File: src/rtl/mmcm_drp_sequencer.sv
// DRP read-modify-write sequencer for an MMCME2_ADV: holds the MMCM in reset across a command
// burst, then releases it and waits for LOCKED. Define MMCM_DRP_READBACK_EN to verify every write.
module mmcm_drp_sequencer #(
    parameter int LOCK_TIMEOUT = 1048576,
    parameter int DRDY_TIMEOUT = 255,
    parameter int CNT_W        = 21
) (
    input  logic        clk_i,
    input  logic        rst_i,
    input  logic        cmd_valid_i,
    output logic        cmd_ready_o,
    input  logic [6:0]  cmd_addr_i,
    input  logic [15:0] cmd_mask_i,
    input  logic [15:0] cmd_data_i,
    input  logic        cmd_last_i,
    output logic        busy_o,
    output logic        done_o,
    output logic        err_o,
    output logic [1:0]  err_code_o,
    output logic [6:0]  mmcm_daddr_o,
    output logic [15:0] mmcm_di_o,
    output logic        mmcm_den_o,
    output logic        mmcm_dwe_o,
    input  logic [15:0] mmcm_do_i,
    input  logic        mmcm_drdy_i,
    output logic        mmcm_rst_o,
    input  logic        mmcm_locked_i
);

`ifdef MMCM_DRP_READBACK_EN
    typedef enum logic [3:0] {
        S_IDLE, S_RST_ON, S_CMD, S_RD_REQ, S_RD_WAIT, S_WR_REQ, S_WR_WAIT,
        S_VFY_REQ, S_VFY_WAIT, S_RELEASE, S_LOCK, S_ABORT
    } state_t;
`else
    typedef enum logic [3:0] {
        S_IDLE, S_RST_ON, S_CMD, S_RD_REQ, S_RD_WAIT, S_WR_REQ, S_WR_WAIT,
        S_RELEASE, S_LOCK, S_ABORT
    } state_t;
`endif

    // Timeouts fire on the cycle the counter would reach the limit.
    localparam logic [CNT_W-1:0] DRDY_LAST = CNT_W'(DRDY_TIMEOUT - 1);
    localparam logic [CNT_W-1:0] LOCK_LAST = CNT_W'(LOCK_TIMEOUT - 1);

    localparam logic [1:0] ERR_NONE = 2'd0;
    localparam logic [1:0] ERR_DRDY = 2'd1;
    localparam logic [1:0] ERR_LOCK = 2'd2;
`ifdef MMCM_DRP_READBACK_EN
    localparam logic [1:0] ERR_VFY  = 2'd3;
`endif

    state_t            r_state;
    state_t            w_state_next;
    logic [CNT_W-1:0]  r_cnt;
    logic [6:0]        r_addr;
    logic [15:0]       r_mask;
    logic [15:0]       r_data;
    logic              r_last;
    logic [15:0]       r_wdata;
    logic              r_busy;
    logic              r_done;
    logic              r_err;
    logic [1:0]        r_err_code;
    logic              r_mmcm_rst;

    logic              w_busy_next;
    logic              w_done_next;
    logic              w_err_next;
    logic [1:0]        w_err_code_next;
    logic              w_mmcm_rst_next;
    logic              w_ready;
    logic              w_den;
    logic              w_dwe;
    logic              w_drdy_to;
    logic              w_lock_to;
    logic [15:0]       w_wdata;

    assign w_drdy_to = (r_cnt == DRDY_LAST);
    assign w_lock_to = (r_cnt == LOCK_LAST);
    assign w_wdata   = (mmcm_do_i & r_mask) | (r_data & ~r_mask);

    always_comb begin
        w_state_next    = r_state;
        w_busy_next     = r_busy;
        w_done_next     = 1'b0;
        w_err_next      = 1'b0;
        w_err_code_next = r_err_code;
        w_mmcm_rst_next = r_mmcm_rst;
        w_ready         = 1'b0;
        w_den           = 1'b0;
        w_dwe           = 1'b0;

        case (r_state)
            S_IDLE: begin
                if (cmd_valid_i) begin
                    w_state_next    = S_RST_ON;
                    w_busy_next     = 1'b1;
                    w_err_code_next = ERR_NONE;
                end
            end
            S_RST_ON: begin
                w_mmcm_rst_next = 1'b1;
                w_state_next    = S_CMD;
            end
            S_CMD: begin
                w_ready = 1'b1;
                if (cmd_valid_i) begin
                    w_state_next = S_RD_REQ;
                end
            end
            S_RD_REQ: begin
                w_den        = 1'b1;
                w_state_next = S_RD_WAIT;
            end
            S_RD_WAIT: begin
                if (mmcm_drdy_i) begin
                    w_state_next = S_WR_REQ;
                end else if (w_drdy_to) begin
                    w_state_next    = S_ABORT;
                    w_err_next      = 1'b1;
                    w_err_code_next = ERR_DRDY;
                end
            end
            S_WR_REQ: begin
                w_den        = 1'b1;
                w_dwe        = 1'b1;
                w_state_next = S_WR_WAIT;
            end
            S_WR_WAIT: begin
                if (mmcm_drdy_i) begin
`ifdef MMCM_DRP_READBACK_EN
                    w_state_next = S_VFY_REQ;
`else
                    w_state_next = r_last ? S_RELEASE : S_CMD;
`endif
                end else if (w_drdy_to) begin
                    w_state_next    = S_ABORT;
                    w_err_next      = 1'b1;
                    w_err_code_next = ERR_DRDY;
                end
            end
`ifdef MMCM_DRP_READBACK_EN
            S_VFY_REQ: begin
                w_den        = 1'b1;
                w_state_next = S_VFY_WAIT;
            end
            S_VFY_WAIT: begin
                if (mmcm_drdy_i) begin
                    if (mmcm_do_i != r_wdata) begin
                        w_state_next    = S_ABORT;
                        w_err_next      = 1'b1;
                        w_err_code_next = ERR_VFY;
                    end else begin
                        w_state_next = r_last ? S_RELEASE : S_CMD;
                    end
                end else if (w_drdy_to) begin
                    w_state_next    = S_ABORT;
                    w_err_next      = 1'b1;
                    w_err_code_next = ERR_DRDY;
                end
            end
`endif
            S_RELEASE: begin
                w_mmcm_rst_next = 1'b0;
                w_state_next    = S_LOCK;
            end
            S_LOCK: begin
                if (mmcm_locked_i) begin
                    w_state_next = S_IDLE;
                    w_busy_next  = 1'b0;
                    w_done_next  = 1'b1;
                end else if (w_lock_to) begin
                    w_state_next    = S_IDLE;
                    w_busy_next     = 1'b0;
                    w_err_next      = 1'b1;
                    w_err_code_next = ERR_LOCK;
                    w_mmcm_rst_next = 1'b0;
                end
            end
            S_ABORT: begin
                w_mmcm_rst_next = 1'b0;
                w_busy_next     = 1'b0;
                w_state_next    = S_IDLE;
            end
            default: begin
                w_state_next    = S_IDLE;
                w_busy_next     = 1'b0;
                w_mmcm_rst_next = 1'b0;
            end
        endcase
    end

    always_ff @(posedge clk_i or posedge rst_i) begin
        if (rst_i) begin
            r_state    <= S_IDLE;
            r_cnt      <= '0;
            r_addr     <= '0;
            r_mask     <= '0;
            r_data     <= '0;
            r_last     <= 1'b0;
            r_wdata    <= '0;
            r_busy     <= 1'b0;
            r_done     <= 1'b0;
            r_err      <= 1'b0;
            r_err_code <= ERR_NONE;
            r_mmcm_rst <= 1'b0;
        end else begin
            r_state    <= w_state_next;
            // Every state change restarts the shared timeout counter.
            r_cnt      <= (w_state_next != r_state) ? '0 : r_cnt + 1'b1;
            r_busy     <= w_busy_next;
            r_done     <= w_done_next;
            r_err      <= w_err_next;
            r_err_code <= w_err_code_next;
            r_mmcm_rst <= w_mmcm_rst_next;
            if (r_state == S_CMD && cmd_valid_i) begin
                r_addr <= cmd_addr_i;
                r_mask <= cmd_mask_i;
                r_data <= cmd_data_i;
                r_last <= cmd_last_i;
            end
            if (r_state == S_RD_WAIT && mmcm_drdy_i) begin
                r_wdata <= w_wdata;
            end
        end
    end

    assign cmd_ready_o  = w_ready;
    assign busy_o       = r_busy;
    assign done_o       = r_done;
    assign err_o        = r_err;
    assign err_code_o   = r_err_code;
    assign mmcm_daddr_o = r_addr;
    assign mmcm_di_o    = r_wdata;
    assign mmcm_den_o   = w_den;
    assign mmcm_dwe_o   = w_dwe;
    assign mmcm_rst_o   = r_mmcm_rst;

endmodule

File: config.mk
export PLATFORM = sky130hd
export DESIGN_NAME = mmcm_drp_sequencer
export DESIGN_NICKNAME = d
export VERILOG_FILES = /design/src/rtl/mmcm_drp_sequencer.sv
export SDC_FILE = /design/constraint.sdc
export NUM_CORES = 1
export LEC_CHECK = 0
export CELL_PAD_IN_SITES_DETAIL_PLACEMENT = 1
export CELL_PAD_IN_SITES_GLOBAL_PLACEMENT = 1
export CORE_MARGIN = 5
export CORE_UTILIZATION = 39
export CTS_CLUSTER_SIZE = 28
export DETAILED_ROUTE_END_ITERATION = 12
export PLACE_DENSITY_LB_ADDON = 0.12
export SLEW_MARGIN = 20
export SYNTH_ARGS = -nofsm -noshare
export SYNTH_HDL_FRONTEND = slang
export SYNTH_SLANG_ARGS = --single-unit
File: constraint.sdc
create_clock -name clk_i -period 3.3 [get_ports clk_i]
set_input_delay 0.66 -clock clk_i [delete_from_list [all_inputs] [get_ports clk_i]]
set_output_delay 0.66 -clock clk_i [all_outputs]
set_load 0.01 [all_outputs]
==> impl_metrics.json, run 1 <==
{
  "grt_max_degree": 50,
  "hold_violations": 0,
  "finClkSkew_ns": 0.00971,
  "drv_slew": 0,
  "htreeDepth": 3,
  "path_cells": "xor2_1, and3_1, clkdlybuf4s50_1",
  "cts_root_buffer": "clkbuf_8",
  "cp.arrival_ns": 1.88,
  "gr-usage-all-layers": 0.167,
  "reg2reg_depth": 7,
  "n_antenna_cell": 0,
  "clock.fmax_mhz": 393,
  "ys_ff_latch": 87,
  "routed_wl_mm": 9.53,
  "cts_setup_buffers": 0,
  "drtPass1Iterations": 4,
  "min_from": "err_code_o[1]",
  "run_status": "completed",
  "yosysSeqAreaShare": 0.556,
  "tns_ns": 0,
  "fin_nets": 491,
  "regToRegSetupSlack_ns": 1.03,
  "clockBufferDepth": 2,
  "place.gp.congestion": 0.760,
  "clock_latency_ns": 0.35,
  "drt_iter0_drc": 92,
  "power.density_nw_per_um2": 752,
  "period_share": 0.771,
  "irDropWorstVdd_mv": 0.313,
  "cp_max_fo": 12,
  "maxSlewHeadroom": 0.516,
  "row_count": 36,
  "avgSynthCellArea_um2": 11.7,
  "pre_cts_ws_ns": 0.984,
  "cts_tree": "yes",
  "grt_pass1_wl_mm": 15.7,
  "stdcell_area_um2": 5120,
  "worst_setup_path_start_kind": "flop",
  "layout-drive-gt1-share": 0.164,
  "clk_pin_slew_ns": 0.08,
  "grt_pass1_vias": 3103,
  "whs_endpoint": "err_code_o[1]",
  "vias_per_cell": 5.15,
  "crit_slowest_cell": "dfrtp_1",
  "drv_cap": 0,
  "mostFrequentLayoutCells": "clkdlybuf4s50_1, dfrtp_1, mux2_2",
  "grt_setup_unrepaired": "no",
  "core_um2": 9770,
  "drcViolationCount": 0,
  "ctsResizeCount": 0,
  "synth_fp_nets": 398,
  "mostFrequentLayoutCell": "clkdlybuf4s50_1",
  "start_util": 0.400,
  "ios": 93,
  "worstReg2RegStart": "r_cnt[0]",
  "dp_hpwl_mm": 6.85,
  "wl_per_cell_um": 16.9,
  "worstHoldPathType": "flop to flop",
  "cts_num_sinks": 87,
  "setup_violations": 0,
  "cts_made_buffers": 9,
  "antenna_found_initial": 0,
  "die_w_um": 110,
  "cp-end-kind": "output pin",
  "tightest_slew_ns": 0.725,
  "globalRoute.totalOverflow": 0,
  "netlist_area_um2": 3910,
  "power_leakage_nw": 2.14,
  "yosysWarnings": 0,
  "postRouteAntennaNets": 0,
  "crit_required_ns": 2.64,
  "slowest_delay_ns": 0.59,
  "area_growth_pct": 31.0,
  "synthCells": 335,
  "r2r_end": "r_cnt[4]",
  "placed_area_um2": 4960,
  "whs_path_depth": 2,
  "dieHeight_um": 110,
  "port-buffer-count": 92,
  "die_area_um2": 12100,
  "holdBufCountCts": 0,
  "final.setup.worst_slack_ns": 0.755,
  "vias": 2908,
  "crit_type": "flop to output pin",
  "period_minus_slack_ns": 2.54,
  "synth_cell_types": 42
}
-- where the power goes --
group | switching [mW] | leakage, nW | internal (mW)
clock network | 0.366 | 0.0850 | 0.287
logic | 0.628 | 0.979 | 0.832
registers | 0.279 | 1.07 | 1.46
-- cell families after synthesis --
| kind of cell | count (synthesis) | share of synthesized area |
|---|---|---|
| mux | 56 | 0.156 |
| simple gates | 114 | 0.158 |
| buf+inv | 22 | 0.0304 |
| fa+ha+maj | 2 | 0.00639 |
| compound gates | 37 | 0.0547 |
| flops | 87 | 0.556 |
| xor+xnor | 17 | 0.0381 |
-- worst max-delay path by stage --
stage / start / endpoint / slack [ns] / cells past startpoint
after floorplan: rst_i / busy_o / 0.39 / 1
after global placement: r_cnt[0] / r_cnt[5] / 1.06 / 7
after detailed placement: r_cnt[0] / r_cnt[15] / 0.98 / 7
after CTS: r_state[1] / mmcm_den_o / 0.72 / 3
after global routing: r_state[0] / mmcm_dwe_o / 0.63 / 3
final: r_state[1] / mmcm_den_o / 0.76 / 3
-- cell usage after synthesis (all sizes together) --
cell / instances / area (µm²)
and3: 4 / 25.0
clkbuf: 6 / 22.5
a31oi: 2 / 12.5
and4: 1 / 8.76
inv: 7 / 26.3
dfrtp: 87 / 2180
or2: 1 / 6.26
nor3: 26 / 151
o31ai: 1 / 7.51
nand4: 7 / 58.8
nor4: 3 / 18.8
mux2: 40 / 450
nand2: 17 / 63.8
nor2: 28 / 105
nand4b: 2 / 17.5
xor2: 10 / 87.6
mux2i: 16 / 160
nor2b: 1 / 6.26
buf: 9 / 70.1
a21oi: 23 / 115
and3b: 1 / 8.76
nand3: 12 / 60.1
o22ai: 1 / 6.26
nor3b: 2 / 20.0
o221ai: 1 / 15.0
nand2b: 2 / 12.5
and2: 2 / 12.5
a211oi: 2 / 15.0
o2111ai: 1 / 8.76
o21ai: 5 / 25.0
or4: 3 / 26.3
nor4b: 1 / 8.76
or3: 1 / 7.51
xnor2: 7 / 61.3
a31o: 1 / 8.76
ha: 2 / 25.0
-- per-stage QoR --
step	power, mW	utilization	instances	hold WS (ns)
global route	4.14	0.524	565	0.522
finish	3.85	0.524	565	0.500
detailed placement	3.24	0.508	550	0.492
global placement	3.17	0.508	550	0.484
floorplan	2.63	-	335	0.470
CTS	3.92	0.524	565	0.511
-- flip-flops by register name (all words and copies together), names as in the netlist --
signal and count:
busy_o 1, r_state 4, mmcm_rst_o 1, mmcm_di_o 16, r_data 16, r_last 1
r_mask 16, err_code_o 2, r_cnt 21, done_o 1, mmcm_daddr_o 7, err_o 1
-- critical path: cells and delay by family (launching register included) --
family,cells,cell delay (ns)
DFF,1,0.59
buffers and inverters,1,0.56
and+or+nand+nor,1,0.22
xor gates and xnor gates,1,0.17
-- area by class of cell --
class / count / area, µm²
multi-input cells: 226 / 1620
repair buffers: 97 / 971
well taps: 133 / 166
flip-flops and latches: 87 / 2180
clock inverters: 4 / 22.5
clock buffers: 11 / 141
fillers: 1061 / 4650
inverters: 7 / 27.5
-- routing by layer --
metal | up-vias | track usage | part of all wire | wire length [µm]
met2 | 64 | 0.283 | 0.50 | 4790
met4 | 0 | 0.0554 | 0.011 | 101
li1 | 1369 | - | - | -
met3 | 11 | 0.0338 | 0.044 | 418
met5 | - | 0 | 0 | 0
met1 | 1464 | 0.213 | 0.44 | 4210
(Power assumes the default switching activity.)
==> inputs of run 2 (changes only) <==
--- a/config.mk
+++ b/config.mk
@@ -8,7 +8,7 @@
 export CELL_PAD_IN_SITES_DETAIL_PLACEMENT = 1
 export CELL_PAD_IN_SITES_GLOBAL_PLACEMENT = 1
 export CORE_MARGIN = 5
-export CORE_UTILIZATION = 39
+export CORE_UTILIZATION = 35
 export CTS_CLUSTER_SIZE = 28
 export DETAILED_ROUTE_END_ITERATION = 12
 export PLACE_DENSITY_LB_ADDON = 0.12
==> constraint.sdc (replaced) <==
create_clock -name clk_i -period 2.25 [get_ports clk_i]
set_input_delay 0.45 -clock clk_i [delete_from_list [all_inputs] [get_ports clk_i]]
set_output_delay 0.45 -clock clk_i [all_outputs]
set_load 0.01 [all_outputs]
==> run 2 against run 1 <==
Net effect: clock power up 78%; register-to-register slack worse by 0.78 ns; first-iteration DRC count up 12%; largest cell class unchanged; setup slack worse by 0.65 ns; clock skew up 0.0060 ns; sequential cell count unchanged.
==> impl_metrics.json, run 2 (synthesis results as in run 1) <==
{
  "htreeDepth": 3,
  "n_antenna_cell": 0,
  "crit_slowest_cell": "clkdlybuf4s50_1",
  "wl_per_cell_um": 15.9,
  "cts_made_buffers": 9,
  "drt_iter0_drc": 103,
  "drcViolationCount": 0,
  "tightest_slew_ns": 0.467,
  "layout-drive-gt1-share": 0.202,
  "period_minus_slack_ns": 2.15,
  "seq_area_um2": 2180,
  "final.setup.worst_slack_ns": 0.101,
  "postRouteAntennaNets": 0,
  "maxSlewHeadroom": 0.689,
  "globalRoute.totalOverflow": 0,
  "largest_register": "r_cnt",
  "cts_root_buffer": "clkbuf_8",
  "finClkSkew_ns": 0.0157,
  "crit_type": "flop to output pin",
  "row_count": 38,
  "crit_buf_inv": 1,
  "cp.arrival_ns": 1.70,
  "clock.fmax_mhz": 465,
  "routed_wl_mm": 9.33,
  "dp_hpwl_mm": 6.87,
  "vias_per_cell": 4.95,
  "grt_pass1_wl_mm": 15.2,
  "power.density_nw_per_um2": 1130,
  "clock_latency_ns": 0.36,
  "core_um2": 10900,
  "mostFrequentLayoutCell": "clkdlybuf4s50_1",
  "period_share": 0.955,
  "clockBufferDepth": 2,
  "start_util": 0.359,
  "gr-usage-all-layers": 0.143,
  "drv_cap": 0,
  "slowest_delay_ns": 0.58,
  "stdcell_area_um2": 5330,
  "mostFrequentLayoutCells": "clkdlybuf4s50_1, dfrtp_1, mux2_2",
  "tns_ns": 0,
  "place.gp.congestion": 0.739,
  "pre_cts_ws_ns": 0.202,
  "worst_setup_path_start_kind": "flop",
  "cpLargestDelayFamily": "buffers and inverters",
  "cts_num_sinks": 87,
  "largest_reg_flops": 21,
  "vias": 2896,
  "grt_pass1_vias": 3112,
  "cp-end-kind": "output pin",
  "ios": 93,
  "grt_setup_unrepaired": "no",
  "path_cells": "nand2b_1, nor3_1, clkdlybuf4s50_1",
  "area_growth_pct": 36.3,
  "drtPass1Iterations": 4,
  "grt_max_degree": 88,
  "setup_violations": 0,
  "antenna_found_initial": 0,
  "irDropWorstVdd_mv": 0.567,
  "die_area_um2": 13400,
  "fillCellCount": 1190,
  "crit_required_ns": 1.80,
  "port-buffer-count": 92,
  "fin_nets": 503,
  "placed_area_um2": 5090,
  "clk_pin_slew_ns": 0.09,
  "cts_tree": "yes",
  "worstHoldPathType": "flop to flop",
  "cp_max_fo": 6,
  "die_w_um": 116,
  "run_status": "completed",
  "dieHeight_um": 116,
  "multi_input_comb_area_um2": 1620,
  "drv_slew": 0,
  "hold_violations": 0,
  "power_leakage_nw": 2.24
}
[run 2: changes by cell type in the layout (fill, tap and decap cells not counted), moves of 2 or more]
| cell | before | now |
|---|---|---|
| buf_4 | 4 | 12 |
| buf_12 | 1 | 5 |
| clkinv_2 | 4 | 0 |
| inv_6 | 0 | 2 |
| clkdlybuf4s50_1 | 92 | 90 |
| dfrtp_2 | 0 | 4 |
| dfrtp_1 | 87 | 83 |
[run 2: routing by layer]
metal  vias to the layer above  GRT usage  routed length (µm)
li1                       1397          -                   -
met1                      1433      0.186                3980
met2                        59      0.243                4780
met3                         7     0.0319                 475
met4                         0     0.0348                  83
met5                         -          0                   0
[run 2: layout make-up]
cell class | count | share of cell area
Sequential cell | 87 | 0.409
Multi-Input combinational cell | 226 | 0.304
Timing Repair Buffer | 109 | 0.209
Tap cell | 140 | 0.0328
Clock buffer | 10 | 0.0258
Clock inverter | 6 | 0.0141
Inverter | 7 | 0.00563
[run 2: stage by stage]
| stage | util | hold WS (ns) | std cells | power (mW) |
|---|---|---|---|---|
| after floorplan | - | 0.470 | 335 | 3.86 |
| after global placement | 0.468 | 0.477 | 566 | 4.80 |
| after detailed placement | 0.468 | 0.494 | 566 | 4.90 |
| after CTS | 0.487 | 0.515 | 582 | 6.08 |
| after global routing | 0.490 | 0.535 | 585 | 6.41 |
| final | 0.490 | 0.511 | 585 | 6.01 |
[run 2: timing repair]
action,CTS,global route
setup endpoints to repair,3,2
hold endpoints to repair,0,0
buffers inserted,0,3
gates resized for setup,3,3
hold buffers,0,0
pin swaps,0,0
[run 2: report_power, final]
part | internal [mW] | leakage [nW] | switching [mW] | total [mW]
Combinational | 1.34 | 1.07 | 0.977 | 2.32
Clock | 0.562 | 0.105 | 0.601 | 1.16
Sequential | 2.15 | 1.07 | 0.379 | 2.53
Total | 4.05 | 2.24 | 1.96 | 6.01
[run 2: path summary, 6_finish.rpt]
check | slack [ns] | end | cells past startpoint | start
setup / recovery | 0.10 | mmcm_dwe_o | 3 | r_state[1]
hold / removal | 0.51 | r_data[3] | 1 | r_data[3]
setup reg to reg | 0.25 | r_cnt[3] | 6 | r_cnt[16]
hold reg to reg | 0.51 | r_data[3] | 1 | r_data[3]
max in group asynchronous | 1.29 | r_state[1] | 3 | rst_i
min in group asynchronous | 0.54 | r_data[8] | 3 | rst_i
==> inputs of run 3 (changes only) <==
--- a/config.mk
+++ b/config.mk
@@ -12,6 +12,7 @@
 export CTS_CLUSTER_SIZE = 28
 export DETAILED_ROUTE_END_ITERATION = 12
 export PLACE_DENSITY_LB_ADDON = 0.12
+export REMOVE_ABC_BUFFERS = 1
 export SLEW_MARGIN = 20
 export SYNTH_ARGS = -nofsm -noshare
 export SYNTH_HDL_FRONTEND = slang
==> run 3 against run 2 <==
Net effect: setup slack got worse by 0.044 ns; routed wire length is 4.7% higher; final cell count stayed put; utilization shrank 0.32 points.
==> impl_metrics.json, run 3 (synthesis results as in run 1) <==
{
  "r2r_end": "r_cnt[17]",
  "mostFrequentLayoutCells": "clkdlybuf4s50_1, dfrtp_1, mux2_2",
  "tightest_slew_ns": 0.465,
  "clock_latency_ns": 0.36,
  "clock.fmax_mhz": 456,
  "grt_setup_unrepaired": "no",
  "layout-drive-gt1-share": 0.204,
  "globalRoute.totalOverflow": 0,
  "crit_buf_inv": 2,
  "drt_iter0_drc": 177,
  "n_antenna_cell": 0,
  "cpLargestDelayFamily": "buffers and inverters",
  "area_growth_pct": 35.4,
  "final.setup.worst_slack_ns": 0.0570,
  "power_leakage_nw": 2.23,
  "clockBufferDepth": 2,
  "cts_root_buffer": "clkbuf_8",
  "total_power_mw": 5.89,
  "htreeDepth": 3,
  "ios": 93,
  "regToRegSetupSlack_ns": 0.25,
  "hold_violations": 0,
  "dp_hpwl_mm": 6.90,
  "cp_max_fo": 6,
  "largest_register": "r_cnt",
  "worstHoldPathType": "input port to async pin",
  "postRouteAntennaNets": 0,
  "core_um2": 10900,
  "maxSlewHeadroom": 0.690,
  "routed_wl_mm": 9.77,
  "gr-usage-all-layers": 0.150,
  "vias": 2924,
  "run_status": "completed",
  "drv_slew": 0,
  "period_share": 0.975,
  "finalCoreUtilization": 0.487,
  "dieHeight_um": 116,
  "cts_tree": "yes",
  "antenna_found_initial": 0,
  "crit_type": "flop to output pin",
  "cts_made_buffers": 9,
  "tns_ns": 0,
  "largest_reg_flops": 21,
  "mostFrequentLayoutCell": "clkdlybuf4s50_1",
  "clk_pin_slew_ns": 0.10,
  "cts_num_sinks": 87,
  "grt_max_degree": 88,
  "holdBufCountCts": 0,
  "cp-end-kind": "output pin",
  "period_minus_slack_ns": 2.19,
  "port-buffer-count": 92,
  "die_w_um": 116,
  "crit_slowest_cell": "clkdlybuf4s50_1",
  "reg2reg_depth": 7,
  "slowest_delay_ns": 0.57,
  "drtPass1Iterations": 4,
  "die_area_um2": 13400,
  "worst_setup_path_start_kind": "flop",
  "drcViolationCount": 0,
  "crit_required_ns": 1.80,
  "irDropWorstVdd_mv": 0.711,
  "worstReg2RegStart": "r_state[3]",
  "wl_per_cell_um": 16.7,
  "pre_cts_ws_ns": 0.142,
  "drv_cap": 0,
  "vias_per_cell": 5.00,
  "grt_pass1_wl_mm": 15.8,
  "setup_violations": 0,
  "row_count": 38,
  "fin_nets": 503,
  "finClkSkew_ns": 0.0154,
  "start_util": 0.359,
  "power.density_nw_per_um2": 1110,
  "cp.arrival_ns": 1.74,
  "place.gp.congestion": 0.785,
  "grt_pass1_vias": 3147,
  "path_cells": "buf_4, nor3_1, clkdlybuf4s50_1"
}
run 3: power by group:
part / internal (mW) / switching [mW]
clock network: 0.418 / 0.590
registers: 2.15 / 0.380
logic: 1.35 / 1.00
total: 3.92 / 1.97
run 3: metrics by stage:
stage | hold slack (ns) | cell area (µm²) | cells
floorplan | 0.470 | 3820 | 320
global placement | 0.479 | 5050 | 561
detailed placement | 0.490 | 5050 | 561
CTS | 0.511 | 5240 | 578
global route | 0.532 | 5300 | 585
finish | 0.504 | 5300 | 585
run 3: how the worst max path moves through the flow:
stage,depth (start not counted),to,from
finish,3,mmcm_dwe_o,r_state[3]
global route,3,mmcm_dwe_o,r_state[1]
CTS,3,mmcm_den_o,r_state[2]
detailed placement,6,r_cnt[17],mmcm_locked_i
global placement,6,r_cnt[17],mmcm_locked_i
floorplan,1,busy_o,rst_i
run 3: worst min-delay path, stage by stage:
cell	delay [ns]
clkdlybuf4s50_1	0.42
clkinv_2	0.06
buf_12	0.36
run 3: area by class of cell:
cell class | count | area (µm²)
fillers | 1184 | 5590
flip-flops and latches | 87 | 2180
multi-input cells | 226 | 1620
repair buffers | 109 | 1110
well taps | 140 | 175
clock buffers | 10 | 128
clock inverters | 6 | 51.3
inverters | 7 | 27.5
run 3: metal layers:
metal / vias up / track usage / part of all wire / wire, µm
met4: 0 / 0.0418 / 0.012 / 114
met1: 1453 / 0.199 / 0.46 / 4460
met5: - / 0 / 0 / 0
li1: 1402 / - / - / -
met2: 59 / 0.252 / 0.48 / 4700
met3: 10 / 0.0292 / 0.050 / 492
run 3: repair_timing:
item,4_1_cts,5_1_grt
resized for setup,5,2
endpoints found under the setup margin,3,3
setup buffers,1,7
